## src/rtl/key_counter_pkg.sv

```systemverilog
// General: constants and elaboration-time helpers shared by the key and display blocks.
package General;
   localparam logic KeyReleased = 1'b1;
   function automatic int clog2(input int value);
      int r;
      r = 0;
      while ((1 << r) < value) r++;
      return (r < 1) ? 1 : r;
   endfunction
   function automatic int debounce_cycles(input int debounce_time_ns, input int clock_period_ns);
      return debounce_time_ns / clock_period_ns;
   endfunction
endpackage

```

## src/rtl/key_debouncer.sv

```systemverilog
// key_debouncer: synchronizes an active-low raw key, debounces it and pulses Press once per press.
module key_debouncer
   import General::*;
#(
   parameter int Cycles = 5
) (
   input  logic Clock,
   input  logic Reset,
   input  logic Key,
   output logic Press
);
   localparam int W = clog2(Cycles);
   logic [1:0] sync;
   logic stable;
   logic [W-1:0] count;
   logic settled;
   assign settled = count == W'(Cycles - 1);
   always_ff @(posedge Clock) begin
      if (Reset) begin
         sync <= {2{KeyReleased}};
         stable <= KeyReleased;
         count <= '0;
         Press <= 1'b0;
      end else begin
         sync <= {sync[0], Key};
         Press <= 1'b0;
         if (sync[1] == stable) begin
            count <= '0;
         end else if (settled) begin
            // A flip away from released is always a press; releases stay silent.
            stable <= sync[1];
            count <= '0;
            Press <= sync[1] != KeyReleased;
         end else begin
            count <= count + W'(1);
         end
      end
   end
endmodule

```

## src/rtl/key_counter.sv

```systemverilog
// key_counter: debounced up/down/clear counter feeding the seven-segment display driver.
module key_counter
   import General::*;
#(
   parameter int    Size            = 4,
   parameter string Signed          = "No",
   parameter int    ClockPeriod_ns  = 20,
   parameter int    DebounceTime_ns = 10_000_000
) (
   input  logic            Clock,
   input  logic            Reset,
   input  logic            KeyUp,
   input  logic            KeyDown,
   input  logic            KeyClear,
   output logic [Size-1:0] Data,
   output logic            Overflow,
   output logic            Underflow
);
   localparam int DebounceCycles = debounce_cycles(DebounceTime_ns, ClockPeriod_ns);
   logic press_up, press_down, press_clear;
   logic [Size-1:0] inc, dec;
   logic inc_wrap, dec_wrap;
   key_debouncer #(.Cycles(DebounceCycles)) u_up (.Clock(Clock), .Reset(Reset), .Key(KeyUp), .Press(press_up));
   key_debouncer #(.Cycles(DebounceCycles)) u_down (.Clock(Clock), .Reset(Reset), .Key(KeyDown), .Press(press_down));
   key_debouncer #(.Cycles(DebounceCycles)) u_clear (.Clock(Clock), .Reset(Reset), .Key(KeyClear), .Press(press_clear));
   generate
      if (Signed == "Yes") begin : g_signed
         localparam logic [Size-2:0] Max = '1;
         localparam logic [Size-2:0] One = 1;
         logic neg;
         logic [Size-2:0] mag;
         // Sign-magnitude: stepping toward zero from -1 lands on +0, never -0.
         always_comb begin
            neg = Data[Size-1];
            mag = Data[Size-2:0];
            inc_wrap = !neg && mag == Max;
            dec_wrap = neg && mag == Max;
            inc = neg ? (mag == One ? '0 : {1'b1, mag - One}) : (inc_wrap ? {1'b1, Max} : {1'b0, mag + One});
            dec = neg ? (dec_wrap ? {1'b0, Max} : {1'b1, mag + One}) : (mag == '0 ? {1'b1, One} : {1'b0, mag - One});
         end
      end else begin : g_unsigned
         localparam logic [Size-1:0] One = 1;
         always_comb begin
            inc = Data + One;
            dec = Data - One;
            inc_wrap = Data == '1;
            dec_wrap = Data == '0;
         end
      end
   endgenerate
   always_ff @(posedge Clock) begin
      if (Reset) begin
         Data <= '0;
         Overflow <= 1'b0;
         Underflow <= 1'b0;
      end else begin
         Data <= press_clear ? '0 : (press_up == press_down) ? Data : press_up ? inc : dec;
         Overflow <= !press_clear && press_up && !press_down && inc_wrap;
         Underflow <= !press_clear && press_down && !press_up && dec_wrap;
      end
   end
endmodule

```

## config.mk

```make
export PLATFORM = sky130hd
export DESIGN_NAME = key_counter
export DESIGN_NICKNAME = d
export VERILOG_FILES = /design/src/rtl/key_counter_pkg.sv /design/src/rtl/key_debouncer.sv /design/src/rtl/key_counter.sv
export SDC_FILE = /design/constraint.sdc
export NUM_CORES = 1
export LEC_CHECK = 0
export CAP_MARGIN = 25
export CORE_MARGIN = 2
export CORE_UTILIZATION = 45
export DETAILED_ROUTE_END_ITERATION = 7
export PLACE_DENSITY_LB_ADDON = 0.3
export SYNTH_ARGS = -nofsm -noshare
export SYNTH_HDL_FRONTEND = slang
export SYNTH_SLANG_ARGS = --single-unit
```

## constraint.sdc

```tcl
create_clock -name Clock -period 1.7 [get_ports Clock]
set_clock_uncertainty 0.05 [all_clocks]
set_input_delay 0.255 -clock Clock [delete_from_list [all_inputs] [get_ports Clock]]
set_output_delay 0.255 -clock Clock [all_outputs]
set_load 0.1 [all_outputs]
```

==> results.sh, run 1 <==
export IMPL_status="complete, no violations"
export IMPL_rsz0062_at_grt="yes"
export IMPL_path_clk_slew_ns=0.08
export IMPL_hold_violations=0
export IMPL_antenna_left=0
export IMPL_die_y_um=89.7
export IMPL_gr_max_usage_layer="met2"
export IMPL_synthCells=374
export IMPL_dr_first_iter_drc_count=80
export IMPL_grt_overflow=0
export IMPL_worst_endpoint_arrival_ns=1.85
export IMPL_final_util_pct=58.7
export IMPL_period_minus_slack_ns=1.67
export IMPL_post_synth_cell_area_avg_um2=8.83
export IMPL_use_met3_pct=3.29
export IMPL_holdPathEnd="u_up.sync[1]"
export IMPL_netlist_cell_type_count=39
export IMPL_wl_um=6760
export IMPL_wire_per_inst_um=12.8
export IMPL_fillers=622
export IMPL_cts_path_max_buffers=2
export IMPL_rows=31
export IMPL_antenna_found_initial=0
export IMPL_met1_usage_pct=21.4
export IMPL_io_pins=11
export IMPL_fin_cells=527
export IMPL_cts_htree_levels=3
export IMPL_leakage_nw=1.45
export IMPL_use_met2_pct=27.9
export IMPL_viasPerCell=5.25
export IMPL_ys_warn_count=0
export IMPL_nets=435
export IMPL_critPathKind="reg -> reg"
export IMPL_dp_hpwl_um=4580
export IMPL_grt_pass1_wl_um=10800
export IMPL_drcViolationCount=0
export IMPL_min_from="u_up.sync[0]"
export IMPL_worstSetupStartpointType="register"
export IMPL_syn_nets=385
export IMPL_portBuffers=10
export IMPL_dp_cells=506
export IMPL_place_congestion=0.883
export IMPL_tritoncts="done"
export IMPL_grt_pass1_vias=2538
export IMPL_clkSinkCount=75
export IMPL_reg2reg_to="u_up.count[8]"
export IMPL_numCtsBuffers=9
export IMPL_critPathRequiredTime_ns=1.88
export IMPL_fin_crit_sh_pct=98.0
export IMPL_rr_startpoint="u_up.count[0]"
export IMPL_clock_root_buffer="clkbuf_8"
export IMPL_r2r_worst_path_cells=6
export IMPL_area_growth_pct=27.5
export IMPL_grt_max_degree=20
export IMPL_first_pass_iters=4
export IMPL_core_um2=7180
export IMPL_drive_gt1_share_pct=22.4
export IMPL_p_per_area_nw_per_um2=757
export IMPL_worst_slack_ns=0.0344
export IMPL_startpoint="u_up.count[0]"
export IMPL_worst_pin_slew_ns=0.370
export IMPL_netlist_area_um2=3300
export IMPL_initial_core_util_pct=46.0
export IMPL_path_max_fanout=5
export IMPL_dp_slack_ns=0.0450
export IMPL_finalSetupViolations=0
export IMPL_ir_drop_mv=0.503
export IMPL_vias=2768
export IMPL_min_path_cells=1
export IMPL_maxSlewViolCount=0
export IMPL_synth_seq_cells=75
export IMPL_cp_end_kind="register"
export IMPL_maxCapViolations=0
export IMPL_whs_ns=0.367
export IMPL_clock_fmax_mhz=600
export IMPL_r2r_setup_slack_ns=0.03
export IMPL_relSlewSlack_pct=75.1
export IMPL_min_path_type="reg -> reg"
export IMPL_ys_seq_area_share_pct=45.5
export IMPL_track_usage_pct=17.0
export IMPL_antennaDiodeCount=0
export IMPL_worstSkewPairLatency_ns=0.34
export IMPL_die_x_um=89.7
export IMPL_die_area_um2=8040
cells by family (layout without fill, tap and decap cells):
| kind of cell | after synthesis | after routing | share of synthesized area [%] |
|---|---|---|---|
| AND/OR/NAND/NOR | 188 | 188 | 30.3 |
| adder cells (fa/ha/maj) | 6 | 6 | 2.50 |
| buffers and inverters | 21 | 75 | 2.84 |
| XOR/XNOR | 39 | 39 | 10.3 |
| multiplexers | 2 | 2 | 0.606 |
| AO/OA/AOI/OAI | 43 | 43 | 7.92 |
| flip-flops | 75 | 75 | 45.5 |
cells in the final DEF (no fill, tap or decap), drive strengths merged, types with 4 or more instances in the layout:
cell type / n
and3: 10
o21ai: 14
nand3: 22
or4: 5
nor2: 55
ha: 5
buf: 45
nor4: 7
xor2: 18
dfxtp: 75
and4: 5
nor3: 10
nand2: 20
nor4b: 5
nand4: 19
o31ai: 4
or3: 14
xnor2: 21
clkdlybuf4s50: 4
clkbuf: 11
or2: 8
a21oi: 17
inv: 10
cells in the mapped netlist:
master	count	share of area, %
dfxtp_1	75	45
nor2_1	55	6.3
nand3_1	21	3.2
xnor2_1	21	5.6
nand2_1	20	2.3
nand4_1	18	3.4
xor2_1	18	4.8
a21oi_1	17	2.6
or3_1	14	2.7
o21ai_0	13	2.0
and3_1	10	1.9
nor3_1	10	1.5
inv_1	9	1.0
nor4_1	7	1.3
buf_2	6	0.91
or2_2	6	1.1
and4_1	5	1.3
clkbuf_1	5	0.57
ha_1	5	1.9
nor4b_1	5	1.3
or4_1	5	1.1
o31ai_1	4	0.91
a21o_1	3	0.68
and2_1	2	0.38
mux2i_1	2	0.61
nand2b_1	2	0.38
nor3b_1	2	0.45
o211ai_2	2	0.76
or2_1	2	0.38
a211oi_1	1	0.23
buf_6	1	0.34
fa_1	1	0.61
nand3_2	1	0.30
nand4_2	1	0.38
nor4bb_1	1	0.30
o21ai_2	1	0.27
o311ai_0	1	0.27
o41ai_1	1	0.27
or4b_1	1	0.30
critical path, stage by stage (launching register included):
cell and delay (ns):
dfxtp_2 0.36, ha_4 0.13, and4_4 0.20, nand4_1 0.19, o211ai_4 0.36, clkbuf_16 0.23, nor2_2 0.04
area by class of cell:
| cell class | instances | area, µm² | area share [%] |
|---|---|---|---|
| timing repair buffer | 51 | 541 | 12.8 |
| inverter | 9 | 33.8 | 0.802 |
| tap | 99 | 124 | 2.94 |
| clock buffer | 9 | 124 | 2.94 |
| multi-input combinational | 278 | 1810 | 43.0 |
| sequential | 75 | 1510 | 35.9 |
| clock inverter | 6 | 66.3 | 1.57 |
registers in the layout, summed over array words and instances, names as in the netlist:
signal	cells
u_clear.count	19
u_down.count	19
u_up.count	19
Data	4
u_clear.sync	2
u_down.sync	2
u_up.sync	2
Overflow	1
Underflow	1
u_clear.Press	1
u_clear.stable	1
u_down.Press	1
u_down.stable	1
u_up.Press	1
u_up.stable	1
per-layer routing:
metal,part of all wire (%),wire [µm]
met3,2.8,189
met4,2.2,149
met5,0,0
met2,47,3190
met1,48,3240
stage by stage:
step | power, mW | TNS [ns] | cell area [µm²]
6_report | 3.19 | 0 | 4210
5_1_grt | 3.29 | -0.582 | 4210
4_1_cts | 3.21 | 0 | 4040
3_5_place_dp | 1.87 | 0 | 3850
3_3_place_gp | 1.87 | 0 | 3850
2_1_floorplan | 1.84 | 0 | 3340
timing repair:
| action | in CTS | in global routing |
|---|---|---|
| hold endpoints to repair | 0 | 0 |
| resized for setup | 0 | 22 |
| hold buffers | 0 | 0 |
| buffers inserted | 0 | 4 |
| setup endpoints to repair | 0 | 58 |
power breakdown:
group	total (mW)	internal [mW]	switching, mW
Clock	1.35	0.672	0.676
Sequential	1.77	1.76	0.00493
Combinational	0.0712	0.0368	0.0343
how the worst max path moves through the flow:
| stage | end | slack, ns |
|---|---|---|
| 2_1_floorplan | u_down.count[12] | 0.005 |
| 3_3_place_gp | u_clear.count[16] | 0.09 |
| 3_5_place_dp | u_clear.count[18] | 0.05 |
| 4_1_cts | u_clear.count[16] | 0.02 |
| 5_1_grt | u_clear.count[18] | -0.04 |
| 6_report | u_up.count[8] | 0.03 |
Power figures use the tool's default switching activity.
==> run 2: changes to the inputs <==
--- a/config.mk
+++ b/config.mk
@@ -13,3 +13,4 @@
 export SYNTH_ARGS = -nofsm -noshare
 export SYNTH_HDL_FRONTEND = slang
 export SYNTH_SLANG_ARGS = --single-unit
+export TNS_END_PERCENT = 20
==> run 2 against run 1 <==
Compared with the run above:
- register-to-register slack got worse by 0.03 ns
- sequential power hardly changed
- largest cell class unchanged
- critical endpoint is now u_clear.count[18]
- setup slack lost 0.030 ns
- critical path depth shrank 2
- critical path type unchanged
- highest routed layer unchanged
- final area shrank 2.2%
- first-iteration DRC count increased by 50%
- fmax fell by 1.8%
- via count rose by 0.11%
- core utilization is 1.3 points lower
- clock-buffer cell count stayed put
- sequential share of layout area is 0.92 points higher
==> results.sh, run 2 (synthesized netlist as in run 1, its figures left out) <==
export IMPL_status="complete, no violations"
export IMPL_period_minus_slack_ns=1.70
export IMPL_die_x_um=89.7
export IMPL_path_clk_slew_ns=0.07
export IMPL_io_pins=11
export IMPL_clkSinkCount=75
export IMPL_min_path_type="reg -> reg"
export IMPL_rr_startpoint="u_clear.count[7]"
export IMPL_finalSetupViolations=0
export IMPL_reg_largest_list="u_clear.count: 19 flops, u_down.count: 19 flops, u_up.count: 19 flops"
export IMPL_die_y_um=89.7
export IMPL_clock_fmax_mhz=590
export IMPL_dr_first_iter_drc_count=120
export IMPL_seq_area_um2=1520
export IMPL_dp_hpwl_um=4570
export IMPL_worstSkewPairLatency_ns=0.34
export IMPL_maxSlewViolCount=0
export IMPL_worst_pin_slew_ns=0.378
export IMPL_critPathTopFamily="simple AND/OR/NAND/NOR gates"
export IMPL_final_area_um2=4120
export IMPL_ir_drop_mv=0.545
export IMPL_cp_slowest_stage_delay_ns=0.49
export IMPL_wire_per_inst_um=12.6
export IMPL_tritoncts="done"
export IMPL_final_common_cell="dfxtp_1"
export IMPL_critPathKind="reg -> reg"
export IMPL_grt_max_degree=20
export IMPL_grt_pass1_vias=2579
export IMPL_min_path_cells=1
export IMPL_hold_violations=0
export IMPL_rsz0062_at_grt="yes"
export IMPL_fillers=628
export IMPL_setup_tns_ns=0
export IMPL_wl_um=6570
export IMPL_r2r_worst_path_cells=4
export IMPL_grt_overflow=0
export IMPL_core_um2=7180
export IMPL_multiInputGateArea_um2=1780
export IMPL_die_area_um2=8040
export IMPL_leakage_nw=1.41
export IMPL_grt_pass1_wl_um=11100
export IMPL_antenna_found_initial=0
export IMPL_viasPerCell=5.32
export IMPL_cts_path_max_buffers=2
export IMPL_reg2reg_to="u_clear.count[18]"
export IMPL_clock_root_buffer="clkbuf_8"
export IMPL_path_max_fanout=8
export IMPL_placed_area_um2=3810
export IMPL_cts_htree_levels=3
export IMPL_drcViolationCount=0
export IMPL_drive_gt1_share_pct=20.9
export IMPL_fin_crit_sh_pct=99.7
export IMPL_nets=429
export IMPL_track_usage_pct=17.8
export IMPL_relSlewSlack_pct=74.6
export IMPL_cp_end_kind="register"
export IMPL_min_from="u_down.sync[0]"
export IMPL_p_per_area_nw_per_um2=827
export IMPL_worst_endpoint_arrival_ns=1.91
export IMPL_place_congestion=0.864
export IMPL_worstSetupStartpointType="register"
export IMPL_antenna_left=0
export IMPL_fin_cells=521
export IMPL_antennaDiodeCount=0
export IMPL_initial_core_util_pct=46.0
export IMPL_cp_num_buf_inv=0
export IMPL_maxCapViolations=0
export IMPL_holdPathEnd="u_down.sync[1]"
export IMPL_first_pass_iters=5
export IMPL_cpMaxStageDelayCell="or4b_1"
export IMPL_area_growth_pct=24.8
export IMPL_r2r_setup_slack_ns=0.005
export IMPL_critPathRequiredTime_ns=1.92
export IMPL_startpoint="u_clear.count[7]"
export IMPL_portBuffers=10
export IMPL_dp_cells=504
export IMPL_worstPathCellList="nand3_2 > or3_4 > or4b_1 > a21oi_1"
export IMPL_rows=31
export IMPL_vias=2771
export IMPL_layout_common_cells="dfxtp_1 (63), nor2_1 (55), buf_4 (32)"
export IMPL_numCtsBuffers=9
## run 2: cell types whose count changed in the layout (fill, tap and decap cells not counted), moves of 4 or more
cell,delta
buf_4,-4
dfxtp_1,-4
dfxtp_2,+4
nor2_1,+4
## run 2: cell type report
class / instances / area share, %
repair buffers: 44 / 10.7
flip-flops and latches: 75 / 36.8
well taps: 99 / 3.01
clock inverters: 6 / 2.55
inverters: 9 / 0.820
multi-input cells: 279 / 43.1
clock buffers: 9 / 3.01
## run 2: worst max path at each step
stage / to / slack (ns) / cells after the start
global route: u_clear.count[18] / -0.03 / 4
global placement: u_clear.count[18] / 0.02 / 5
floorplan: Data[3] / -0.13 / 4
CTS: u_clear.count[18] / 0.005 / 4
detailed placement: u_clear.count[18] / -0.04 / 5
finish: u_clear.count[18] / 0.005 / 4
## run 2: worst register-to-register path, delay by kind of cell, from the launching register on
kind	cells	cell delay (ns)
AND/OR/NAND/NOR	3	0.97
AO/OA/AOI/OAI	1	0.18
flip-flops	1	0.42
## run 2: timing repair
item                       4_1_cts  5_1_grt
cloned                           0        1
setup buffers                    0        1
pin swaps                        0        3
hold buffers                     0        0
setup endpoints to repair        3       59
gates resized for setup          4       14
## run 2: per-layer routing
metal,part of all wire [%],vias up,track usage [%]
li1,-,1418,-
met1,45,1289,21.1
met2,49,56,29.6
met3,4.5,8,5.67
met4,1.3,0,7.60
met5,0,-,0
## run 2: power breakdown
group          internal, mW  switching (mW)
Sequential             1.76         0.00404
Clock                 0.959           0.622
Combinational        0.0286          0.0281
## run 2: per-stage QoR
step / total power [mW] / hold slack, ns / setup WS [ns] / utilization [%]
floorplan: 1.84 / 0.309 / -0.125 / -
global placement: 1.87 / 0.343 / 0.0201 / 53.1
detailed placement: 1.87 / 0.343 / -0.0419 / 53.1
CTS: 3.45 / 0.362 / 0.00528 / 56.7
global route: 3.53 / 0.381 / -0.0332 / 57.4
finish: 3.41 / 0.361 / 0.00452 / 57.4
